## config.mk

```make
export PLATFORM = sky130hd
export DESIGN_NAME = seven_seg_scanner
export DESIGN_NICKNAME = d
export VERILOG_FILES = /design/src/rtl/seven_seg_pkg.sv /design/src/rtl/seven_seg_scanner_glyph.sv /design/src/rtl/seven_seg_scanner.sv
export SDC_FILE = /design/constraint.sdc
export NUM_CORES = 1
export LEC_CHECK = 0
export CAP_MARGIN = 20
export CORE_ASPECT_RATIO = 1.4
export CORE_MARGIN = 2
export CORE_UTILIZATION = 50
export CTS_CLUSTER_DIAMETER = 200
export DETAILED_ROUTE_END_ITERATION = 6
export GPL_TIMING_DRIVEN = 1
export PLACE_DENSITY = 0.83
export SYNTH_ARGS = -nofsm -noshare
export SYNTH_HDL_FRONTEND = slang
export SYNTH_HIERARCHICAL = 1
export SYNTH_SLANG_ARGS = --single-unit
```

## constraint.sdc

```tcl
create_clock -name clk -period 3.6 [get_ports clk]
set_input_delay 0.72 -clock clk [delete_from_list [all_inputs] [get_ports clk]]
set_output_delay 0.72 -clock clk [all_outputs]
set_load 0.02 [all_outputs]
```

## src/rtl/seven_seg_pkg.sv

```systemverilog
//------------------------------------------------------------------------------
// Module   : seven_seg_pkg
// Purpose  : Shared definitions for the seven-segment scanner: digit display
//            modes, the blank cathode pattern and the 0-F glyph table.
//            Cathode patterns are active-low with bit order .GFEDCBA.
// Revision : 1.0 - initial release
//------------------------------------------------------------------------------
`default_nettype none

package seven_seg_pkg;

  typedef enum logic [1:0] {
    MODE_OFF = 2'd0,
    MODE_DEC = 2'd1,
    MODE_HEX = 2'd2,
    MODE_RAW = 2'd3
  } mode_t;

  localparam logic [7:0] CAT_BLANK = 8'hFF;

  // GLYPH[v] is the cathode pattern for hex digit v (index 15 listed first).
  // Lowercase b and d keep them distinguishable from 8 and 0.
  localparam logic [15:0][7:0] GLYPH = {
    8'h8E, 8'h86, 8'hA1, 8'hC6,   // F E d C
    8'h83, 8'h88, 8'h90, 8'h80,   // b A 9 8
    8'hF8, 8'h82, 8'h92, 8'h99,   // 7 6 5 4
    8'hB0, 8'hA4, 8'hF9, 8'hC0    // 3 2 1 0
  };

endpackage

`default_nettype wire

```

## src/rtl/seven_seg_scanner_glyph.sv

```systemverilog
//------------------------------------------------------------------------------
// Module   : seg_glyph
// Purpose  : Combinational digit decoder. Maps a (mode, value) pair to an
//            active-low cathode pattern.
// Ports    : mode  - display mode of the digit
//            value - numeric value or raw segment pattern
//            cat   - cathode pattern, .GFEDCBA, active-low
// Revision : 1.0 - initial release
//------------------------------------------------------------------------------
`default_nettype none

module seg_glyph
  import seven_seg_pkg::*;
(
  input  mode_t      mode,
  input  logic [7:0] value,
  output logic [7:0] cat
);

  always_comb begin
    cat = CAT_BLANK;
    case (mode)
      MODE_DEC: if (value < 8'd10)      cat = GLYPH[value[3:0]];
      MODE_HEX: if (value[7:4] == 4'h0) cat = GLYPH[value[3:0]];
      MODE_RAW: cat = value;
      default:  cat = CAT_BLANK;
    endcase
  end

endmodule

`default_nettype wire

```

## src/rtl/seven_seg_scanner.sv

```systemverilog
//------------------------------------------------------------------------------
// Module   : seven_seg_scanner
// Purpose  : Time-multiplexed common-anode seven-segment driver with a
//            double-buffered frame, PWM brightness and per-digit blinking.
// Ports    : clk, rst_n (async, active-low)
//            load/data_in/mode_in/blink_in - frame capture into pending buffer
//            brightness                    - live PWM duty, 0 = dark
//            seg_cat (active-low .GFEDCBA), seg_an (active-low one-hot)
//            frame_done - pulse after each full scan
//            pending    - a loaded frame is waiting for the frame boundary
// Revision : 1.0 - initial release
//------------------------------------------------------------------------------
`default_nettype none

module seven_seg_scanner
  import seven_seg_pkg::*;
#(
  parameter int N_DIGITS     = 4,
  parameter int DIV_W        = 16,
  parameter int BRIGHT_W     = 4,
  parameter int BLINK_FRAMES = 64
) (
  input  logic                  clk,
  input  logic                  rst_n,
  input  logic                  load,
  input  logic [8*N_DIGITS-1:0] data_in,
  input  logic [2*N_DIGITS-1:0] mode_in,
  input  logic [N_DIGITS-1:0]   blink_in,
  input  logic [BRIGHT_W-1:0]   brightness,
  output logic [7:0]            seg_cat,
  output logic [N_DIGITS-1:0]   seg_an,
  output logic                  frame_done,
  output logic                  pending
);

  localparam int IDX_W = $clog2(N_DIGITS);
  localparam int BLK_W = $clog2(BLINK_FRAMES);

  logic [DIV_W-1:0]    r_pre;
  logic [IDX_W-1:0]    r_idx;
  logic                r_armed;
  logic [7:0]          r_act_data [N_DIGITS];
  mode_t               r_act_mode [N_DIGITS];
  logic [N_DIGITS-1:0] r_act_blink;
  logic [7:0]          r_pnd_data [N_DIGITS];
  mode_t               r_pnd_mode [N_DIGITS];
  logic [N_DIGITS-1:0] r_pnd_blink;
  logic                r_pending;
  logic [BLK_W-1:0]    r_blk_cnt;
  logic                r_blk_on;
  logic [7:0]          r_seg_cat;
  logic [N_DIGITS-1:0] r_seg_an;
  logic                r_frame_done;

  logic                w_tc;
  logic                w_last;
  logic                w_fb;
  logic                w_load;
  logic [BRIGHT_W-1:0] w_lvl;
  logic                w_pwm;
  logic                w_blink_off;
  logic                w_an_on;
  logic [7:0]          w_glyph;

  assign w_tc   = &r_pre;
  assign w_last = (r_idx == IDX_W'(N_DIGITS - 1));
  assign w_fb   = w_tc & w_last;
  // The first edge after reset release never samples load, so a strobe
  // overlapping the release cannot sneak into the buffers.
  assign w_load = load & r_armed;

  // Sub-slot 0 stays dark as a guard band against ghosting between digits.
  assign w_lvl       = r_pre[DIV_W-1 -: BRIGHT_W];
  assign w_pwm       = (w_lvl != '0) && (w_lvl < brightness);
  assign w_blink_off = r_act_blink[r_idx] & ~r_blk_on;
  assign w_an_on     = w_pwm & (r_act_mode[r_idx] != MODE_OFF) & ~w_blink_off;

  seg_glyph u_glyph (
    .mode  (r_act_mode[r_idx]),
    .value (r_act_data[r_idx]),
    .cat   (w_glyph)
  );

  // Scan counters, blink timing and frame buffers
  always_ff @(posedge clk or negedge rst_n) begin
    if (!rst_n) begin
      r_pre       <= '0;
      r_idx       <= '0;
      r_armed     <= 1'b0;
      r_pending   <= 1'b0;
      r_blk_cnt   <= '0;
      r_blk_on    <= 1'b1;
      r_act_blink <= '0;
      r_pnd_blink <= '0;
      for (int i = 0; i < N_DIGITS; i++) begin
        r_act_data[i] <= '0;
        r_act_mode[i] <= MODE_OFF;
        r_pnd_data[i] <= '0;
        r_pnd_mode[i] <= MODE_OFF;
      end
    end else begin
      r_armed <= 1'b1;
      r_pre   <= r_pre + 1'b1;
      if (w_tc) begin
        r_idx <= w_last ? '0 : r_idx + 1'b1;
      end

      if (w_fb) begin
        if (r_blk_cnt == BLK_W'(BLINK_FRAMES - 1)) begin
          r_blk_cnt <= '0;
          r_blk_on  <= ~r_blk_on;
        end else begin
          r_blk_cnt <= r_blk_cnt + 1'b1;
        end
      end

      if (w_load && w_fb) begin
        // A load on the boundary skips the pending stage entirely.
        r_act_blink <= blink_in;
        for (int i = 0; i < N_DIGITS; i++) begin
          r_act_data[i] <= data_in[8*i +: 8];
          r_act_mode[i] <= mode_t'(mode_in[2*i +: 2]);
        end
        r_pending <= 1'b0;
      end else begin
        if (w_fb && r_pending) begin
          r_act_blink <= r_pnd_blink;
          for (int i = 0; i < N_DIGITS; i++) begin
            r_act_data[i] <= r_pnd_data[i];
            r_act_mode[i] <= r_pnd_mode[i];
          end
          r_pending <= 1'b0;
        end
        if (w_load) begin
          r_pnd_blink <= blink_in;
          for (int i = 0; i < N_DIGITS; i++) begin
            r_pnd_data[i] <= data_in[8*i +: 8];
            r_pnd_mode[i] <= mode_t'(mode_in[2*i +: 2]);
          end
          r_pending <= 1'b1;
        end
      end
    end
  end

  // Registered pin drivers
  always_ff @(posedge clk or negedge rst_n) begin
    if (!rst_n) begin
      r_seg_cat    <= CAT_BLANK;
      r_seg_an     <= '1;
      r_frame_done <= 1'b0;
    end else begin
      r_frame_done <= w_fb;
      if (w_an_on) begin
        r_seg_cat <= w_glyph;
        r_seg_an  <= ~({{(N_DIGITS-1){1'b0}}, 1'b1} << r_idx);
      end else begin
        r_seg_cat <= CAT_BLANK;
        r_seg_an  <= '1;
      end
    end
  end

  assign seg_cat    = r_seg_cat;
  assign seg_an     = r_seg_an;
  assign frame_done = r_frame_done;
  assign pending    = r_pending;

endmodule

`default_nettype wire
```

# Word level (Yosys, flattened, before mapping)
# Memories as Yosys holds them, arrays and structs flattened.
# Index checks and enable logic that the tools add are counted.
# totals
ff_bits	128
rom_bits	128
input_bits	51
output_inout_bits	14
n_memories	1
# op_classes
add_sub_neg	3
magnitude_cmp	5
n_eq_ne	5
n_shift	1
mux	25
n_bitwise	10
n_reduce_logical	11
# mem_list
memory	depth	word_bits	rd	rd_ports_with_merged_regs	write_ports	line_no	rtl
(no name shown)	16	8	1	0	0	seven_seg_scanner_glyph.sv:23	MODE_DEC: if (value < 8'd10) cat = GLYPH[value[3:0]];
# op_table
op	count
$mux W32	2
$mux W8	8
$pmux W8 S3	1
$add A16 B1 Y16 const B	1
$bmux W8 S2	1
$reduce_and A16 Y1	1
$mux W4	3
$lt A8 B4 Y1 const B	1
$add A6 B1 Y6 const B	1
$eq A2 B2 Y1 const B	3
$eq A6 B6 Y1 const B	1
$mux W2	3
$mux W6	1
$and A1 B1 Y1	5
$lt A4 B5 Y1 const B	1
$bmux W2 S2	1
$logic_not A4 Y1	1
$lt A4 B4 Y1	1
$mux W1	4
$not A4 Y4	1
$reduce_and A2 Y1	2
$reduce_bool A2 Y1	2
$reduce_bool A4 Y1	1
$shl A1 B2 Y4 const A	1
9 further kinds	13

# Longest topological paths before layout
# logic_depth
word_depth	9
depth_mapped	9

# Cells and area by module
# The synthesis kept the hierarchy.
# by_module_without_submodules
mod	instances	cells_each	area_each_um2	seq_area_each_um2
seven_seg_scanner	1	412	5864.4	3219.3
seg_glyph	1	46	345.3	0.0

# Worst setup path after synthesis
# OpenSTA, ideal clock, no wires.
# synth_timing
path_kind	reg2reg
startpoint	register r_idx[0]
endpoint	register r_seg_cat[1] (netlist: seg_cat[1])
t_arrival_ps	2495
path_slack_ps	1025
path_stages_with_launch	7
path_buffers	1
cell_sequence	dfrtp_1 buf_2 mux4_2 or4_4 a21o_1 o32a_1 nand2b_1
# synth_via
elab_chain_len	9
elab_cells_between_ends	25
# synth_rtl
element	line_no	rtl
start, declared	seven_seg_scanner.sv:40	logic [IDX_W-1:0] r_idx;
start signal, assigned	seven_seg_scanner.sv:105	r_idx <= w_last ? '0 : r_idx + 1'b1;
$not A2 Y3 (not written as such) (*)	seven_seg_scanner.sv:79, seven_seg_scanner.sv:80	
$bmux W8 S2	seven_seg_scanner.sv:80	.value (r_act_data[r_idx]),
$mux W8 (not written as such) (2 in a row)	seven_seg_scanner.sv:80	
$mem_v2 Z16 W8	--	
$mux W8 (not written as such)	seven_seg_scanner_glyph.sv:23	
$mux W8, on equally long branches	seven_seg_scanner_glyph.sv:24, seven_seg_scanner_glyph.sv:23	
$pmux W8 S3 (*)	seven_seg_scanner_glyph.sv:22	case (mode)
via w_glyph[1]	seven_seg_scanner.sv:63	logic [7:0] w_glyph;
$mux W8 (*)	seven_seg_scanner.sv:154	if (w_an_on) begin
end signal, assigned	seven_seg_scanner.sv:155	r_seg_cat <= w_glyph;
end, declared	seven_seg_scanner.sv:51	logic [7:0] r_seg_cat;
# The timed path passes the listed nets; every way through them passes the cells marked *. The select of a mux whose other input is x is not followed.
# A chain may end at the register's enable or synchronous reset.

# Worst setup path after layout
# layout_timing
startpoint	register r_idx[0]
endpoint	register r_seg_cat[0] (netlist: seg_cat[0])
# The elaborated chain is that of the path after synthesis.

==> run summary <==
CTS buffer count: 17
sw power: 0.7897 mW
Main synth FF type: dfrtp_1
fillers: 906
Slew @ Worst Pin: 738.1 ps
Post-Synthesis Cells: 458
sw frac: 21.61%
dpl hpwl: 8758 um
Synth cell types: 50
sequential element share of the synthesized area: 51.84%
Final min period: 2841 ps
area of the multi-input gates: 2714 um^2
WS Path Type: flop to flop
outcome: finished clean
number of synthesized register bits: 128
Worst Skew: 10.77 ps
Resize count post-CTS: 0
final setup fails: 0
Fin. Hold Viols: 0
Flop pwr share: 42.5%
Post-synth top cells: 115 x dfrtp_1, 46 x mux2_2, 44 x o22ai_1
clock tree buffer depth: 2
GPL Wtd Cong: 0.8356
clk sinks: 128
Gate power share: 7.6%
CP endpoint kind: flop
remaining global-route overflow: 0
Clock power frac: 49.9%
Mapped Nets: 524
power density cells: 486.1 nW/um^2
reg2reg setup slack: 760 ps
final slew viol count: 0
root buffer cell: clkbuf_16
max layer used: met4
Starting Density: 50.68%
met2 wire length: 7180 um
GRT Resource Usage Total: 21.26%
Tot Pwr: 3.654 mW
area grow syn2layout: 21.06%
max cap viols: 0
cts hold-fix bufs: 0
first-pass GRT wire length: 22110 um
Cell Area, Synth: 6210 um^2
post-DR wirelength/cell: 19.33 um
Setup TNS Final: 0 ps
IO Pins: 65
storage element area: 3219 um^2
placed cells: 649
RSZ-0062 raised after global routing: false
Layout Nets: 584
Worst-Skew Late Latency: 420 ps
Critical Path RT: 3910 ps
met3 WL post-DR: 405 um
setup ws final: 759.3 ps
core area: 12250 um^2
ant diodes: 0
Setup Fix Bufs, Post-CTS: 0
arrival time worst endpoint: 3150 ps
Die X: 98.19 um
row count: 48
placed cell area: 6885 um^2
CTS tree: done
initial detailed-routing violation count: 206
post-route insts no fill: 681
Final Cycle Share: 78.91%
relative slew slack: 50.79%
worst min path class: primary input to asynchronous set/reset pin
startpoint types: flop
FF-to-FF Start: r_idx[0]$_DFFE_PN0P_
clk slew on worst S/H paths: 60 ps
routed vias/inst: 5.928
Die ar.: 13340 um^2
DRC viols: 0
Avg Inst Size Synth: 13.56 um^2
Non-Filler Cell Area, Final: 7517 um^2
DR pass1 iterations: 4
PortBufs: 64
Int Pwr: 2.864 mW
share of the synthesized area in the top cell type: 46.34%
Post-synth EDFFs: 0
FFs w/ async S/R, synth: 100.0%
top post-synthesis cells by area: dfrtp_1 46%, a2bb2oi_2 9.7%, mux2_2 8.3%, dfstp_2 5.5%, mux4_2 4.7%
pin count of the biggest net entering global routing: 74
met1 WL: 5267 um
Die Y: 135.9 um
fmax: 0.3520 GHz
Worst IR Drop VDD: 0.2847 mV
count leader, synth: dfrtp_1
layout cells sized above 1: 29.94%
Ys Warns: 6
Place WS: 883.4 ps
Max H-tree Level: 4
antenna viol nets, final: 0
final wirelength: 13160 um
initial antenna violation count: 0
Worst Setup SP: r_idx[0]$_DFFE_PN0P_
routed vias: 4037
Synth area leader: dfrtp_1
Pleak: 3.175 nW
crit path max fanout: 10
vias in the first global route: 4367
[sequential cells by signal, indices dropped and copies added (netlist names), 4 cells and up]
name / flops
r_act_data: 32
r_pnd_mode: 8
r_act_mode: 8
r_pnd_blink: 4
r_pnd_data: 32
r_act_blink: 4
seg_cat: 8
r_pre: 16
seg_an: 4
r_blk_cnt: 6
[final timing paths]
check,cells past startpoint,endpoint
max,6,seg_cat[0]$_DFF_PN1_
max in group asynchronous,2,seg_an[1]$_DFF_PN1_
min,1,r_pnd_data[21]$_DFFE_PN0P_
min reg2reg,1,r_pre[0]$_DFF_PN0_
min in group clk,1,r_pre[0]$_DFF_PN0_
max reg2reg,6,seg_cat[0]$_DFF_PN1_
[layout by cell type, fill, tap and decap left out, types with 5 or more instances in the layout]
cell,instances
xor2_1,8
clkdlybuf4s50_1,63
nand2_1,19
nor2_1,8
mux2_2,46
nor3_1,8
a21oi_1,6
dfstp_2,13
o22ai_1,44
inv_1,14
buf_4,5
ha_1,15
o21ai_0,5
mux4_2,13
nand3_1,11
clkbuf_16,17
nand2b_1,10
dfrtp_1,115
xnor2_1,9
a2bb2oi_2,40
[per-layer routing]
layer,vias to the layer above,GRT usage (%)
met5,-,0
met4,0,8.752
met3,24,5.810
met2,107,37.60
met1,2051,24.37
li1,1855,-
[power groups by stage]
stage                     Sequential, mW  Combinational (mW)  Clock, mW
after detailed placement            1.58               0.279          0
after floorplan                     1.56               0.150          0
final                               1.55               0.276       1.82
after global routing                1.56               0.300       1.92
after global placement              1.57               0.270          0
after CTS                           1.55               0.281       1.85
[critical path, stage by stage, from the launching register on]
cell and delay [ps]:
dfrtp_1 720, mux4_2 680, ha_1 260, mux4_2 490, a211oi_1 320, a31oi_1 100, nand2b_1 170
[final cells by class]
type,count,area share [%]
clock buffer,22,6.308
inverter,15,0.7490
clock inverter,10,2.097
tap,150,2.497
timing repair buffer,70,9.421
sequential,128,42.83
multi-input combinational,286,36.10
[logic make-up (layout without fill, tap and decap cells)]
logic type               count (synthesis)  after routing  synth area share (%)
other                                    1              1               0.06039
adder cells (fa/ha/maj)                 15             15                 3.022
AND/OR/NAND/NOR                         77             77                 7.052
multiplexers                            59             59                 13.06
buffers and inverters                   44            117                 4.594
AO/OA/AOI/OAI                          117            117                 17.97
XOR/XNOR                                17             17                 2.398
flip-flops                             128            128                 51.84
[metrics by stage]
stage | util (%) | hold slack (ps)
2_1_floorplan | - | 424.4
3_3_place_gp | 56.20 | 457.1
3_5_place_dp | 56.20 | 478.2
4_1_cts | 61.36 | 383.4
5_1_grt | 61.36 | 411.7
6_report | 61.36 | 368.2
Note: power is estimated with default switching activity, not from simulation.
